--- config.mk ---
export PLATFORM = sky130hd
export DESIGN_NAME = seg7_seq_rx_flat
export DESIGN_NICKNAME = d
export VERILOG_FILES = /design/src/rtl/seg7_pkg.sv /design/src/rtl/seg7_seq_rx_if.sv /design/src/rtl/seg7_decode.sv /design/src/rtl/seg7_seq_rx.sv /design/src/flat_wrapper.sv
export SDC_FILE = /design/constraint.sdc
export NUM_CORES = 1
export LEC_CHECK = 0
export CAP_MARGIN = 5
export CORE_MARGIN = 1
export CORE_UTILIZATION = 35
export CTS_CLUSTER_DIAMETER = 200
export DETAILED_ROUTE_END_ITERATION = 12
export PLACE_DENSITY_LB_ADDON = 0.2
export SLEW_MARGIN = 20
export SYNTH_ARGS = -nofsm -noshare
export SYNTH_HDL_FRONTEND = slang
export SYNTH_SLANG_ARGS = --single-unit
--- constraint.sdc ---
create_clock -name clk -period 2.1 [get_ports clk]
set_clock_uncertainty 0.1 [all_clocks]
set_input_delay 0.42 -clock clk [delete_from_list [all_inputs] [get_ports clk]]
set_output_delay 0.42 -clock clk [all_outputs]
set_load 0.01 [all_outputs]
--- src/rtl/seg7_pkg.sv ---
// Shared 7-segment tables and receiver types.
// Used by both the encoder side and seg7_seq_rx.
package seg7_pkg;

   typedef enum logic [1:0] {
      S_IDLE = 2'b00,
      S_LOCK = 2'b01,
      S_ERR  = 2'b10
   } state_t;

   // Active-low patterns, bit0=a .. bit6=g
   localparam logic [6:0] SEG_0     = 7'b1000000;
   localparam logic [6:0] SEG_1     = 7'b1111001;
   localparam logic [6:0] SEG_2     = 7'b0100100;
   localparam logic [6:0] SEG_3     = 7'b0110000;
   localparam logic [6:0] SEG_4     = 7'b0011001;
   localparam logic [6:0] SEG_5     = 7'b0010010;
   localparam logic [6:0] SEG_6     = 7'b0000010;
   localparam logic [6:0] SEG_7     = 7'b1111000;
   localparam logic [6:0] SEG_8     = 7'b0000000;
   localparam logic [6:0] SEG_9     = 7'b0010000;
   localparam logic [6:0] SEG_BLANK = 7'b1111111;

   typedef struct packed {
      logic       is_digit;
      logic       is_blank;
      logic [3:0] digit;
   } dec_t;

   function automatic logic [3:0] next_digit(
      input logic [3:0] d
   );
      return (d == 4'd9) ? 4'd0 : d + 4'd1;
   endfunction

endpackage

--- src/rtl/seg7_seq_rx_if.sv ---
// Display bus seen by the sequence monitor.
// slave: seg_in in, results out; master: the reverse.
interface seg7_seq_rx_if #(
   parameter int ERR_W = 8
);

   logic [6:0]       seg_in;
   logic [3:0]       digit;
   logic             digit_valid;
   logic             wrap;
   logic             seq_err;
   logic             code_err;
   logic             locked;
   logic             in_err;
   logic [ERR_W-1:0] err_cnt;

   modport master (
      output seg_in,
      input  digit, digit_valid, wrap,
      input  seq_err, code_err,
      input  locked, in_err, err_cnt
   );

   modport slave (
      input  seg_in,
      output digit, digit_valid, wrap,
      output seq_err, code_err,
      output locked, in_err, err_cnt
   );

endinterface

--- src/rtl/seg7_decode.sv ---
// Combinational pattern decoder.
// seg -> {is_digit, is_blank, digit}; anything else is invalid.
module seg7_decode
   import seg7_pkg::*;
(
   input  logic [6:0] seg,
   output dec_t       dec
);

   always_comb begin
      dec = '{is_digit: 1'b0, is_blank: 1'b0, digit: 4'd0};
      unique case (seg)
         SEG_0:     dec = '{1'b1, 1'b0, 4'd0};
         SEG_1:     dec = '{1'b1, 1'b0, 4'd1};
         SEG_2:     dec = '{1'b1, 1'b0, 4'd2};
         SEG_3:     dec = '{1'b1, 1'b0, 4'd3};
         SEG_4:     dec = '{1'b1, 1'b0, 4'd4};
         SEG_5:     dec = '{1'b1, 1'b0, 4'd5};
         SEG_6:     dec = '{1'b1, 1'b0, 4'd6};
         SEG_7:     dec = '{1'b1, 1'b0, 4'd7};
         SEG_8:     dec = '{1'b1, 1'b0, 4'd8};
         SEG_9:     dec = '{1'b1, 1'b0, 4'd9};
         SEG_BLANK: dec = '{1'b0, 1'b1, 4'd0};
         default:   dec = '{1'b0, 1'b0, 4'd0};
      endcase
   end

endmodule

--- src/rtl/seg7_seq_rx.sv ---
// 7-segment loopback monitor: stability filter, decode, mod-10 check.
// Ports: clk, rst (async high), bus (seg_in in; digit/pulses/status out).
module seg7_seq_rx
   import seg7_pkg::*;
#(
   parameter int STABLE_CYC = 1,
   parameter int ERR_W      = 8
) (
   input logic          clk,
   input logic          rst,
   seg7_seq_rx_if.slave bus
);

   localparam logic [3:0] STB = 4'(STABLE_CYC);

   logic [6:0]       seg_q;
   logic [3:0]       run_q, run_d;
   logic             same, accept;
   dec_t             dec;
   logic             bad;

   state_t           state_q, state_d;
   logic [3:0]       digit_q, digit_d;
   logic             dv_q, dv_d;
   logic             wrap_q, wrap_d;
   logic             se_q, se_d;
   logic             ce_q, ce_d;
   logic             inc;
   logic [ERR_W-1:0] err_q, err_d;

   seg7_decode u_dec (
      .seg (bus.seg_in),
      .dec (dec)
   );

   assign bad = !(dec.is_digit || dec.is_blank);

   // Run length saturates at STB; accept only on the
   // edge where it first gets there, so holds fire once.
   always_comb begin
      same  = (bus.seg_in == seg_q);
      run_d = 4'd1;
      if (same)
         run_d = (run_q >= STB) ? STB : run_q + 4'd1;
      accept = (run_d == STB) && !(same && run_q == STB);
   end

   always_comb begin
      state_d = state_q;
      digit_d = digit_q;
      dv_d    = 1'b0;
      wrap_d  = 1'b0;
      se_d    = 1'b0;
      ce_d    = 1'b0;
      inc     = 1'b0;
      unique case (state_q)
         S_IDLE: if (accept) begin
            unique case (1'b1)
               dec.is_digit: begin
                  digit_d = dec.digit;
                  dv_d    = 1'b1;
                  state_d = S_LOCK;
               end
               dec.is_blank: ;
               bad: begin
                  ce_d    = 1'b1;
                  inc     = 1'b1;
                  state_d = S_ERR;
               end
            endcase
         end
         S_LOCK: if (accept) begin
            unique case (1'b1)
               dec.is_digit: begin
                  digit_d = dec.digit;
                  dv_d    = 1'b1;
                  if (dec.digit == next_digit(digit_q)) begin
                     wrap_d = (digit_q == 4'd9);
                  end else begin
                     se_d = 1'b1;
                     inc  = 1'b1;
                  end
               end
               dec.is_blank: state_d = S_IDLE;
               bad: begin
                  ce_d    = 1'b1;
                  inc     = 1'b1;
                  state_d = S_ERR;
               end
            endcase
         end
         S_ERR: if (accept) begin
            unique case (1'b1)
               dec.is_digit: begin
                  digit_d = dec.digit;
                  dv_d    = 1'b1;
                  state_d = S_LOCK;
               end
               dec.is_blank: state_d = S_IDLE;
               bad: begin
                  ce_d = 1'b1;
                  inc  = 1'b1;
               end
            endcase
         end
         default: state_d = S_IDLE;
      endcase
      err_d = err_q;
      if (inc && err_q != '1)
         err_d = err_q + ERR_W'(1);
   end

   always_ff @(posedge clk or posedge rst) begin
      if (rst) begin
         seg_q   <= SEG_BLANK;
         run_q   <= 4'd0;
         state_q <= S_IDLE;
         digit_q <= 4'd0;
         dv_q    <= 1'b0;
         wrap_q  <= 1'b0;
         se_q    <= 1'b0;
         ce_q    <= 1'b0;
         err_q   <= '0;
      end else begin
         seg_q   <= bus.seg_in;
         run_q   <= run_d;
         state_q <= state_d;
         digit_q <= digit_d;
         dv_q    <= dv_d;
         wrap_q  <= wrap_d;
         se_q    <= se_d;
         ce_q    <= ce_d;
         err_q   <= err_d;
      end
   end

   assign bus.digit       = digit_q;
   assign bus.digit_valid = dv_q;
   assign bus.wrap        = wrap_q;
   assign bus.seq_err     = se_q;
   assign bus.code_err    = ce_q;
   assign bus.locked      = (state_q == S_LOCK);
   assign bus.in_err      = (state_q == S_ERR);
   assign bus.err_cnt     = err_q;

endmodule

--- src/flat_wrapper.sv ---
// flat-port wrapper written by rule: the top's interface ports become plain ports
module seg7_seq_rx_flat import seg7_pkg::*;
#(
   parameter int STABLE_CYC = 1,
   parameter int ERR_W      = 8
)
  (clk, rst, bus_seg_in, bus_digit, bus_digit_valid, bus_wrap, bus_seq_err, bus_code_err, bus_locked, bus_in_err, bus_err_cnt);
  seg7_seq_rx_if #(.ERR_W(ERR_W)) bus_i ();
  input logic clk;
  input logic rst;
  input wire logic [$bits(bus_i.seg_in)-1:0] bus_seg_in;
  output wire logic [$bits(bus_i.digit)-1:0] bus_digit;
  output wire logic [$bits(bus_i.digit_valid)-1:0] bus_digit_valid;
  output wire logic [$bits(bus_i.wrap)-1:0] bus_wrap;
  output wire logic [$bits(bus_i.seq_err)-1:0] bus_seq_err;
  output wire logic [$bits(bus_i.code_err)-1:0] bus_code_err;
  output wire logic [$bits(bus_i.locked)-1:0] bus_locked;
  output wire logic [$bits(bus_i.in_err)-1:0] bus_in_err;
  output wire logic [$bits(bus_i.err_cnt)-1:0] bus_err_cnt;
  assign bus_i.seg_in = bus_seg_in;
  assign bus_digit = bus_i.digit;
  assign bus_digit_valid = bus_i.digit_valid;
  assign bus_wrap = bus_i.wrap;
  assign bus_seq_err = bus_i.seq_err;
  assign bus_code_err = bus_i.code_err;
  assign bus_locked = bus_i.locked;
  assign bus_in_err = bus_i.in_err;
  assign bus_err_cnt = bus_i.err_cnt;
  seg7_seq_rx #(.STABLE_CYC(STABLE_CYC), .ERR_W(ERR_W)) u_core (.clk(clk), .rst(rst), .bus(bus_i));
endmodule
==> impl_metrics.ini <==
[finish]
fin_cells = 274
post-route-util_pct = 55.2
syn2layout_area_growth_pct = 51.1
diodes = 0
fin_nets = 234
drive_gt1_share_pct = 39.2

[critical_path]
path_class = register to register
slowest_delay_ns = 0.40
crit_end = u_core.bus.err_cnt[1]
r2r_slack_ns = -0.22
startpoint_type = register
crit_arrival_ns = 2.39
crit_family = simple AND/OR/NAND/NOR gates
startpoint = u_core.run_q[1]
crit_slowest_cell = dfrtp_1
crit_chain = inv_2, ha_4, or3_4, a21oi_4, nor3_4, nor3_2, o21ai_1, a31o_4, mux2_4
r2r_cells = 9
crit_buf_inv = 1
timing.rr.start = u_core.run_q[1]
path_depth = 9
cp.required_ns = 2.16
critical_path.max_fanout = 8
crit_path_end_kind = register
reg2reg_to = u_core.bus.err_cnt[1]

[logic_synthesis]
synth_enable_flop_cells = 0
ys_warn_count = 0
yosysUniqueCellTypes = 42
syn_nets = 169
seq_area_frac_synth_pct = 46.2
synth_area_mm2 = 0.00159
synth_ff_type = dfrtp_1
synthCells = 156
synth_seq_cells = 29
async_flop_share_pct = 100
synth_compound_area_share_pct = 7.55
synth_xor_area_share_pct = 9.36
synth_top_family_by_area = simple AND/OR/NAND/NOR gates
synth.area.mux_share_pct = 4.72
synth-simple-area-share_pct = 24.9
yosys.area_share.adder_pct = 3.15
syn_area_per_cell_um2 = 10.2

[clocking]
root_buffer = clkbuf_8
htreeDepth = 2
clock_path_buffers = 2
clk_latency_ns = 0.28
cts_hold_buf = 0
tritoncts = yes
cts_buffers = 5
clkSinkCount = 29
clkSlewWorstSetupHoldPaths_ns = 0.07

[sta]
setup_tns_ns = -2.19
min_period_over_period_pct = 111
maxSlewViolCount = 0
final_hold_viol_count = 0
setup_viol = 13
fin_crit_ns = 2.32
rsz0062_at_grt = true
timing.fmax_mhz = 430
setup_slack_ns = -0.224

[power_and_ir_drop]
peakVddDrop_v = 0.000314
power_mw = 1.92
p_per_area_mw_per_mm2 = 798
leakage_nw = 1.02

[drt]
ant_nets = 0
viasPerCell = 4.90
vias = 1343
first_pass_iters = 4
drtIter0Drc = 37
routedWlPerCell_um = 13.6
wl_um = 3740
drc = 0

[die]
die_h_um = 69.4
die_area_mm2 = 0.00482
coreArea_mm2 = 0.00435
ios = 27
die_w_um = 69.4
start_util_pct = 36.5
num_rows = 24

[global_routing]
grt_pass1_wl_um = 6450
grt_pass1_vias = 1468
gr-total-overflow = 0
track_usage_pct = 16.9
grt_max_degree = 30
grt_antenna_before_repair = 0

[placed_design]
gp_congestion = 0.781
place_hpwl_um = 2630
port_buffers = 26
dp.cells = 260
place_ws_ns = -0.829

[run_status]
violations = setup timing
status = complete, but fails checks

[hold_path]
hp-class = register to register

[job]
cap_violations = 0
sequential cells by signal, summed over array words and instances (netlist names):
signal                  cells
u_core.bus.wrap             1
u_core.state_q              2
u_core.seg_q                7
u_core.bus.seq_err          1
u_core.bus.digit_valid      1
u_core.run_q                4
u_core.bus.digit            4
u_core.bus.code_err         1
u_core.bus.err_cnt          8
cell families after synthesis:
group / after synthesis
and+or+nand+nor: 68
DFF: 29
AOI/OAI and AO/OA: 17
xor gates and xnor gates: 17
buffers and inverters: 13
muxes: 7
adders and majority gates: 4
other: 1
placed cells by master, fill, tap and decap left out, drive strengths merged, types with 4 or more instances in the layout:
| master | netlist | routed |
|---|---|---|
| mux2 | 4 | 4 |
| inv | 7 | 7 |
| nand2 | 12 | 12 |
| ha | 4 | 4 |
| dfrtp | 22 | 22 |
| nor3 | 8 | 8 |
| dfstp | 7 | 7 |
| nand4 | 4 | 4 |
| nor2 | 12 | 12 |
| clkbuf | 2 | 7 |
| clkdlybuf4s50 | 0 | 19 |
| nor2b | 8 | 8 |
| a21oi | 5 | 5 |
| o21ai | 4 | 4 |
| nand3 | 5 | 5 |
| xnor2 | 9 | 9 |
| dlygate4sd2 | 0 | 4 |
| buf | 4 | 38 |
| xor2 | 8 | 8 |
| and2 | 4 | 4 |
area by class of cell:
type	count	area (um2)
fill	378	1950
clock inverter	1	5.00
multi-input combinational	114	927
sequential	29	734
tap	52	65.1
inverter	7	26.3
timing repair buffer	64	549
clock buffer	7	96.3
layer usage:
| metal | routed length (um) | global-route usage, % | share of wire (%) |
|---|---|---|---|
| met5 | 0 | 0 | 0 |
| met4 | 47 | 6.35 | 1.3 |
| met3 | 113 | 4.94 | 3.0 |
| met2 | 1950 | 29.0 | 52 |
| met1 | 1620 | 19.7 | 43 |
where the power goes:
group	internal (mW)	switching, mW
Clock	0.296	0.218
Sequential	0.667	0.116
Combinational	0.358	0.264
stage by stage:
stage | cell area (um2) | hold WS [ns]
after floorplan | 1640 | 0.324
after global placement | 2150 | 0.380
after detailed placement | 2150 | 0.412
after CTS | 2370 | 0.405
after global routing | 2400 | 0.414
final | 2400 | 0.404
worst min path at each step:
| stage | start | to | slack [ns] | cells after the start |
|---|---|---|---|---|
| after floorplan | bus_seg_in[0] | u_core.seg_q[0] | 0.32 | 0 |
| after global placement | u_core.bus.err_cnt[7] | u_core.bus.err_cnt[7] | 0.38 | 1 |
| after detailed placement | u_core.bus.err_cnt[7] | u_core.bus.err_cnt[7] | 0.41 | 1 |
| after CTS | rst | u_core.bus.digit[2] | 0.41 | 3 |
| after global routing | bus_seg_in[3] | u_core.seg_q[3] | 0.41 | 2 |
| final | u_core.bus.err_cnt[7] | u_core.bus.err_cnt[7] | 0.40 | 1 |
synth_stat cells, types with 2 or more instances:
cell type	count	area, um2
o21ai_0	3	15.0
a21oi_1	5	25.0
nor3_2	4	40.0
inv_1	7	26.3
buf_2	2	10.0
or3_1	3	18.8
nand3_1	5	25.0
nor2_1	12	45.0
xor2_1	8	70.1
and2_1	4	25.0
nand4_1	4	25.0
mux2i_1	3	30.0
clkbuf_1	2	7.51
dfstp_2	7	184
nand2_1	12	45.0
ha_1	4	50.1
nor3_1	4	20.0
and3_1	2	12.5
nor4_1	2	12.5
xnor2_1	9	78.8
nor3b_1	3	22.5
mux2_2	3	33.8
dfrtp_1	22	551
nor2b_1	8	50.1
timing repair:
action	4_1_cts	5_1_grt
pin swaps	19	7
gates resized for setup	29	4
setup endpoints to repair	16	15
buffers inserted	5	2
Note: power is estimated with default switching activity, not from simulation.
